### config.mk
export PLATFORM = sky130hd
export DESIGN_NAME = aurora_hls_nfc_tx_gate
export DESIGN_NICKNAME = d
export VERILOG_FILES = /design/src/rtl/aurora_hls_nfc_tx_gate.sv
export SDC_FILE = /design/constraint.sdc
export NUM_CORES = 1
export LEC_CHECK = 0
export ABC_AREA = 0
export CORE_AREA = 2 2 257 259
export CTS_CLUSTER_DIAMETER = 200
export DETAILED_ROUTE_END_ITERATION = 8
export DIE_AREA = 0 0 259 261
export DONT_BUFFER_PORTS = 1
export PLACE_DENSITY = 0.34
export SYNTH_ARGS = -nofsm -noshare
export SYNTH_HDL_FRONTEND = slang
export SYNTH_SLANG_ARGS = --single-unit
### constraint.sdc
create_clock -name clk -period 3.65 [get_ports clk]
set_input_delay 0.365 -clock clk [delete_from_list [all_inputs] [get_ports clk]]
set_output_delay 0.365 -clock clk [all_outputs]
set_load 0.1 [all_outputs]
### src/rtl/aurora_hls_nfc_tx_gate.sv
// Gates the Aurora TX AXI-stream on NFC XOFF/XON from the link partner, with a one-beat output register,
// XOFF/timeout counters and a pause watchdog. Define NFC_PKT_BOUNDARY_EN to let a mid-packet XOFF finish the packet.
module aurora_hls_nfc_tx_gate #(
   parameter int DATA_WIDTH    = 256,
   parameter int PAUSE_TIMEOUT = 65536,
   parameter int CNT_WIDTH     = 32
) (
   input  logic                    clk,
   input  logic                    rst,
   input  logic                    nfc_rx_tvalid,
   input  logic [0:15]             nfc_rx_tdata,
   input  logic                    s_axis_tvalid,
   output logic                    s_axis_tready,
   input  logic [DATA_WIDTH-1:0]   s_axis_tdata,
   input  logic [DATA_WIDTH/8-1:0] s_axis_tkeep,
   input  logic                    s_axis_tlast,
   output logic                    m_axis_tvalid,
   input  logic                    m_axis_tready,
   output logic [DATA_WIDTH-1:0]   m_axis_tdata,
   output logic [DATA_WIDTH/8-1:0] m_axis_tkeep,
   output logic                    m_axis_tlast,
   output logic                    paused,
   output logic                    nfc_unknown,
   output logic                    timeout_pulse,
   output logic [CNT_WIDTH-1:0]    xoff_count,
   output logic [CNT_WIDTH-1:0]    timeout_count
);

   localparam int KEEP_WIDTH  = DATA_WIDTH / 8;
   localparam int TIMER_WIDTH = (PAUSE_TIMEOUT > 1) ? $clog2(PAUSE_TIMEOUT) : 1;
   localparam logic [TIMER_WIDTH-1:0] TIMER_LAST =
      (PAUSE_TIMEOUT > 1) ? TIMER_WIDTH'(PAUSE_TIMEOUT - 1) : '0;
   localparam logic [CNT_WIDTH-1:0] CNT_MAX = '1;
   localparam bit WATCHDOG_EN = (PAUSE_TIMEOUT != 0);

   typedef enum logic [1:0] {
      ST_RUN,
      ST_PAUSING,
      ST_PAUSED
   } state_t;

   state_t                 state_q, state_d;
   logic [TIMER_WIDTH-1:0] timer_q, timer_d;
   logic                   m_valid_q, m_valid_d;
   logic [DATA_WIDTH-1:0]  m_data_q, m_data_d;
   logic [KEEP_WIDTH-1:0]  m_keep_q, m_keep_d;
   logic                   m_last_q, m_last_d;
   logic [CNT_WIDTH-1:0]   xoff_count_q, xoff_count_d;
   logic [CNT_WIDTH-1:0]   timeout_count_q, timeout_count_d;
   logic                   nfc_unknown_q, nfc_unknown_d;
   logic                   timeout_pulse_q, timeout_pulse_d;

   logic nfc_xoff;
   logic nfc_xon;
   logic nfc_other;
   logic accept_en;
   logic s_fire;
   logic s_last_fire;
   logic timer_expire;
   logic timeout_fire;

   always_comb begin
      nfc_xoff  = nfc_rx_tvalid && (nfc_rx_tdata == 16'hffff);
      nfc_xon   = nfc_rx_tvalid && (nfc_rx_tdata == 16'h0000);
      nfc_other = nfc_rx_tvalid && !nfc_xoff && !nfc_xon;
   end

   assign accept_en     = (state_q == ST_RUN) || (state_q == ST_PAUSING);
   assign s_axis_tready = accept_en && (!m_valid_q || m_axis_tready);
   assign s_fire        = s_axis_tvalid && s_axis_tready;
   assign s_last_fire   = s_fire && s_axis_tlast;
   assign timer_expire  = WATCHDOG_EN && (timer_q == TIMER_LAST);

`ifdef NFC_PKT_BOUNDARY_EN
   // A beat accepted in the same cycle as the XOFF decides whether we are still inside a packet.
   logic in_pkt_q, in_pkt_d;
   logic pkt_open;

   assign pkt_open = s_fire ? !s_axis_tlast : in_pkt_q;

   always_comb begin
      in_pkt_d = in_pkt_q;
      if (s_fire) begin
         in_pkt_d = !s_axis_tlast;
      end
   end

   always_ff @(posedge clk) begin
      if (rst) begin
         in_pkt_q <= 1'b0;
      end else begin
         in_pkt_q <= in_pkt_d;
      end
   end
`endif

   // Output register: a held beat stays valid and stable until the core takes it, paused or not.
   always_comb begin
      m_valid_d = m_valid_q;
      m_data_d  = m_data_q;
      m_keep_d  = m_keep_q;
      m_last_d  = m_last_q;
      if (s_fire) begin
         m_valid_d = 1'b1;
         m_data_d  = s_axis_tdata;
         m_keep_d  = s_axis_tkeep;
         m_last_d  = s_axis_tlast;
      end else if (m_axis_tready) begin
         m_valid_d = 1'b0;
      end
   end

   always_comb begin
      state_d      = state_q;
      timer_d      = timer_q;
      timeout_fire = 1'b0;
      case (state_q)
         ST_RUN: begin
            if (nfc_xoff) begin
`ifdef NFC_PKT_BOUNDARY_EN
               state_d = pkt_open ? ST_PAUSING : ST_PAUSED;
`else
               state_d = ST_PAUSED;
`endif
               timer_d = '0;
            end
         end
         ST_PAUSING: begin
            if (nfc_xon) begin
               state_d = ST_RUN;
            end else if (s_last_fire) begin
               state_d = ST_PAUSED;
               timer_d = '0;
            end
         end
         ST_PAUSED: begin
            // XON beats a coincident expiry; a repeat XOFF restarts the watchdog.
            if (nfc_xon) begin
               state_d = ST_RUN;
               timer_d = '0;
            end else if (nfc_xoff) begin
               timer_d = '0;
            end else if (timer_expire) begin
               state_d      = ST_RUN;
               timer_d      = '0;
               timeout_fire = 1'b1;
            end else begin
               timer_d = timer_q + 1'b1;
            end
         end
         default: begin
            state_d = ST_RUN;
            timer_d = '0;
         end
      endcase
   end

   always_comb begin
      xoff_count_d    = xoff_count_q;
      timeout_count_d = timeout_count_q;
      nfc_unknown_d   = nfc_other;
      timeout_pulse_d = timeout_fire;
      if (nfc_xoff && (xoff_count_q != CNT_MAX)) begin
         xoff_count_d = xoff_count_q + 1'b1;
      end
      if (timeout_fire && (timeout_count_q != CNT_MAX)) begin
         timeout_count_d = timeout_count_q + 1'b1;
      end
   end

   always_ff @(posedge clk) begin
      if (rst) begin
         state_q         <= ST_RUN;
         timer_q         <= '0;
         m_valid_q       <= 1'b0;
         m_data_q        <= '0;
         m_keep_q        <= '0;
         m_last_q        <= 1'b0;
         xoff_count_q    <= '0;
         timeout_count_q <= '0;
         nfc_unknown_q   <= 1'b0;
         timeout_pulse_q <= 1'b0;
      end else begin
         state_q         <= state_d;
         timer_q         <= timer_d;
         m_valid_q       <= m_valid_d;
         m_data_q        <= m_data_d;
         m_keep_q        <= m_keep_d;
         m_last_q        <= m_last_d;
         xoff_count_q    <= xoff_count_d;
         timeout_count_q <= timeout_count_d;
         nfc_unknown_q   <= nfc_unknown_d;
         timeout_pulse_q <= timeout_pulse_d;
      end
   end

   assign m_axis_tvalid = m_valid_q;
   assign m_axis_tdata  = m_data_q;
   assign m_axis_tkeep  = m_keep_q;
   assign m_axis_tlast  = m_last_q;
   assign paused        = (state_q != ST_RUN);
   assign nfc_unknown   = nfc_unknown_q;
   assign timeout_pulse = timeout_pulse_q;
   assign xoff_count    = xoff_count_q;
   assign timeout_count = timeout_count_q;

endmodule
# Word level (Yosys, flattened, before mapping)
# Cells that the tools add are included.
# totals
reg_bits,374
inputBits,310
# op_classes
add_sub_neg,3
eq_ne,12
mux,20
n_reduce_logical,20
# ops
cell,count
16-bit 2-to-1 mux,6
"32-bit by 1-bit adder with 32-bit output, second input constant",2
"32-bit != test, second input constant",2
16-bit one-hot mux with 3 select lines,1
"16-bit equality test, second input constant",2
"16-bit by 1-bit adder with 16-bit output, second input constant",1
16-bit zero test,1
2-bit 2-to-1 mux,6
1-bit logical AND,9
"3-bit != test, second input constant",3
1-bit 2-to-1 mux,6
"2-bit != test, second input constant",3
2-bit one-hot mux with 3 select lines,1
4-bit AND reduction,1
2-bit nonzero test,2
1-bit zero test,3
3-bit AND reduction,1
"2-bit by 1-bit equality test with 1-bit output, second input constant",1
"2-bit equality test, second input constant",1
2-bit zero test,1
1-bit logical OR,2

# Logic depth before layout (Yosys ltp)
# depth
depth_word,8
ltp_mapped,8
depth_no_buf,7

# Worst setup path after synthesis
# No wires, ideal clock.
# synth_timing
kind,register -> register
start,reg state_q[1]
end,"reg m_data_q[213], in the netlist m_axis_tdata[213]"
arrival_time_ps,3068
required_ps,3579
setup_slack_ps,511
stages_incl_launch_ff,9
period_less_slack_ps,3139
path_cell_list,dfxtp_1 inv_1 and2_1 nand2_1 clkbuf_1 clkbuf_1 clkbuf_1 nand2_1 a21oi_1
# synth_via
elab_chain_len,4
# synth_rtl
element,line,source
from (decl),42,"state_t state_q, state_d;"
from (signal assigned),184,state_q <= state_d;
2-bit by 1-bit equality test with 1-bit output / 2-bit zero test (equally long branches),68,assign accept_en = (state_q == ST_RUN) || (state_q == ST_PAUSING);
1-bit logical OR *,68,
1-bit logical AND *,69,assign s_axis_tready = accept_en && (!m_valid_q || m_axis_tready);
net s_axis_tready,13,"output logic s_axis_tready,"
1-bit logical AND *,70,assign s_fire = s_axis_tvalid && s_axis_tready;
to (signal assigned),187,m_data_q <= m_data_d;
to (decl),45,"logic [DATA_WIDTH-1:0] m_data_q, m_data_d;"
# The timed path passes the listed nets; every way through them passes the cells marked *.
# A chain may end at the register's enable or synchronous reset.

# Worst setup path after layout
# layout_timing
start,"reg timeout_count_q[15], in the netlist timeout_count[15]"
end,"reg timeout_count_q[23], in the netlist timeout_count[23]"
# layout_via
elab_chain_len,2
# layout_rtl
element,line,source
from (decl),49,"logic [CNT_WIDTH-1:0] timeout_count_q, timeout_count_d;"
from (signal assigned),191,timeout_count_q <= timeout_count_d;
"parallel branches: the longest is 2 deep, another holds 32-bit by 1-bit adder with 32-bit output",n/a,
# Parallel ways; which one is timed is not known.

==> summary.txt <==
Synthesis
  • Share of the synthesized area in the top cell type: 52.8%
  • Asr flop ratio synth: 0%
  • Post-synth EDFFs: 0
  • Synth top area cells: dfxtp_1 53%, nand2_1 16%, a21oi_1 12%, clkbuf_1 3.0%, nor2_1 1.9%
  • Register area share after synthesis: 52.8%
  • Synth Cell Area: 14200 um2
  • Synthesized flop and latch total: 373
  • Most common cell in the netlist: nand2_1
  • Synth area leader: dfxtp_1
  • Post-synth cell types: 57
  • Top_reg_cell synth: dfxtp_1
  • Synth Instances: 1785
  • Synthesized area per cell: 7.93 um2
  • Syn. warnings: 0
  • Post-Syn Nets: 2098
  • Most instantiated cells after synthesis: 604 x nand2_1, 373 x dfxtp_1, 327 x a21oi_1

Finish
  • Layout cells sized above 1: 8.26%
  • Cell area after layout: 21200 um2
  • Final nets: 2528
  • Final core utilization: 32.6%
  • Non-filler cells in the finished layout: 3118
  • Area Growth Syn to Fin: 50.0%

Run
  • Max_cap viols: 0

Hold path
  • HP Class: input port to register
  • Worst Hold Launch: rst
  • Hold depth: 2
  • Hold Path End: timeout_count[4]$_SDFFE_PP0P_

Worst setup path
  • Crit end category: register
  • R2R cell count: 8
  • Max incr delay on CP: 0.63 ns
  • Crit-path max FO: 11
  • Worst path bufs/invs: 2
  • Worst setup SP type: register
  • Worst Path Required: 4.16 ns
  • Worst path cell trace: buf_4 > and4_1 > nand4_1 > nor3_1 > and4b_1 > a21bo_2 > a21oi_1 > dlygate4sd3_1
  • Reg2reg setup slack: 0.49 ns
  • Crit Path Class: register to register
  • Critical path launch point: timeout_count[15]$_SDFFE_PP0P_
  • CP Depth: 8
  • CP top delay family: simple AND/OR/NAND/NOR gates
  • Worst EP arrival: 3.67 ns
  • FF-to-FF End: timeout_count[23]$_SDFFE_PP0P_
  • Worst reg2reg path startpoint: timeout_count[15]$_SDFFE_PP0P_
  • Critical Path Slowest Stage Cell: nor3_1

Clocking
  • CTS clk-pin slew, worst paths: 0.06 ns
  • Clk root buf: clkbuf_16
  • CTS tree: done
  • Clk buf depth: 3
  • Clock net sink count: 373
  • Clk Latency, worst-skew pair: 0.57 ns
  • Post-CTS setup buffer count: 0
  • H-tree depth: 2
  • Inserted Clock Buffers: 46

Route
  • Vias: 14100
  • Router iterations before antenna repair: 5
  • Avg Vias per Cell: 4.51
  • Starting DRT DRC Count: 855
  • Aggregate routed wire length: 57.7 mm
  • DRC viols: 0
  • Routed length per instance: 18.5 um
  • Final ANT Viol Nets: 0

Global routing
  • Layer with the highest usage: met2
  • Grt met2 use: 27.9%
  • Vias in the first global route: 13700
  • First-pass GRT wire length: 83.9 mm
  • M1 GR Usage: 17.6%
  • M3 GR Usage: 5.59%
  • Largest net degree at the start of global routing: 191
  • Number of antenna violations at the first check in global routing: 2
  • GRT Resource Usage Total: 15.8%
  • GRT Residual Overflow: 0

Timing
  • Crit path time final: 3.16 ns
  • Unrepaired setup endpoints after global routing: false
  • Final Skew: 0.0241 ns
  • Setup TNS: 0 ns
  • Tcrit/Tclk final: 86.6%
  • Max-slew violations: 0
  • Final setup margin: 0.488 ns
  • Final Setup Violations: 0
  • Worst-margin pin slew: 1.37 ns
  • Hold slack: 0.0415 ns
  • Final Hold Viols: 0
  • Max Fclk: 316 MHz
  • Rel. slew slack: 8.92%

Power
  • Final Total Pwr: 11.3 mW
  • Leakage Power: 8.25 nW
  • Power per standard cell area: 534 nW/um2
  • Peak VDD IR: 350 uV

Placed design
  • Post-Place Cells: 2603
  • Cell Area, Placed: 15400 um2
  • Port bufs: 0
  • DP Wirelength: 38.4 mm
  • GPL Wtd Cong: 0.804
  • Pre-CTS WS: 0.930 ns

Die
  • Die width: 259 um
  • Die area: 67600 um2
  • Number of core rows: 94
  • Die Y: 261 um
  • Core area: 65000 um2
  • # IOs: 668
  • Initial Util: 21.8%

Status
  • Status: completed
-- layout make-up --
cell class | count | area (um2)
flip-flops and latches | 373 | 7470
inverters | 7 | 26.3
diodes | 1 | 2.50
clock buffers | 77 | 1490
well taps | 864 | 1080
clock inverters | 9 | 55.1
repair buffers | 502 | 4910
multi-input cells | 1285 | 6190
fillers | 6789 | 43800
-- placed cells by master (no fill, tap or decap), types with 12 or more instances in the layout --
cell / synthesis / final
dfxtp_1: 373 / 372
nor2_1: 72 / 72
clkbuf_1: 114 / 12
xnor2_1: 27 / 27
clkbuf_16: 0 / 49
o21ai_0: 24 / 24
clkbuf_8: 0 / 16
and3_1: 19 / 18
nor4_1: 16 / 16
nand3_1: 29 / 29
buf_4: 0 / 70
dlygate4sd3_1: 1 / 427
nand4_1: 25 / 25
a21oi_1: 327 / 327
nand2_1: 604 / 603
or3_1: 14 / 14
nor3_1: 26 / 26
-- timing repair --
action | in CTS | in global routing
endpoints found under the hold margin | 344 | 0
gates resized for setup | 0 | 0
hold buffers | 428 | 0
-- state kept, by name, summed over array words and instances, names as in the netlist --
signal / count
m_axis_tlast: 1
m_axis_tkeep: 32
state_q: 1
xoff_count: 32
timeout_pulse: 1
m_axis_tvalid: 1
timer_q: 16
nfc_unknown: 1
timeout_count: 32
m_axis_tdata: 256
-- layer usage --
layer  vias to the layer above  part of all wire (%)
met5                         -                 0.023
met4                         2                   3.2
met3                        97                   8.4
met2                       471                    51
met1                      6678                    38
li1                       6824                     -
-- worst max-delay path by stage --
stage	endpoint	slack [ns]
2_1_floorplan	m_axis_tdata[213]$_SDFFE_PP0P_	0.51
3_3_place_gp	timeout_count[20]$_SDFFE_PP0P_	0.92
3_5_place_dp	timeout_count[11]$_SDFFE_PP0P_	0.93
4_1_cts	timeout_count[23]$_SDFFE_PP0P_	0.48
5_1_grt	timeout_count[23]$_SDFFE_PP0P_	0.25
6_report	timeout_count[23]$_SDFFE_PP0P_	0.49
-- kinds of logic (layout without fill, tap and decap cells) --
group	count (synthesis)	count (layout)	synth area share (%)
other	0	1	0
and+or+nand+nor	865	865	26.8
muxes	11	11	0.858
adders and majority gates	3	3	0.265
DFF	373	373	52.8
xor gates and xnor gates	33	33	2.04
AOI/OAI and AO/OA	373	373	13.7
buffers and inverters	127	595	3.58
-- worst register-to-register path: cells and delay by family, from the launching register on --
kind	cells	cell delay, ns
buf+inv	2	0.83
compound gates	2	0.31
flops	1	0.30
simple gates	4	1.67
-- where the power goes --
| part | internal [mW] | switching, mW |
|---|---|---|
| Clock | 2.77 | 1.85 |
| Sequential | 4.27 | 1.59 |
| Combinational | 0.452 | 0.411 |
(Power assumes the default switching activity.)
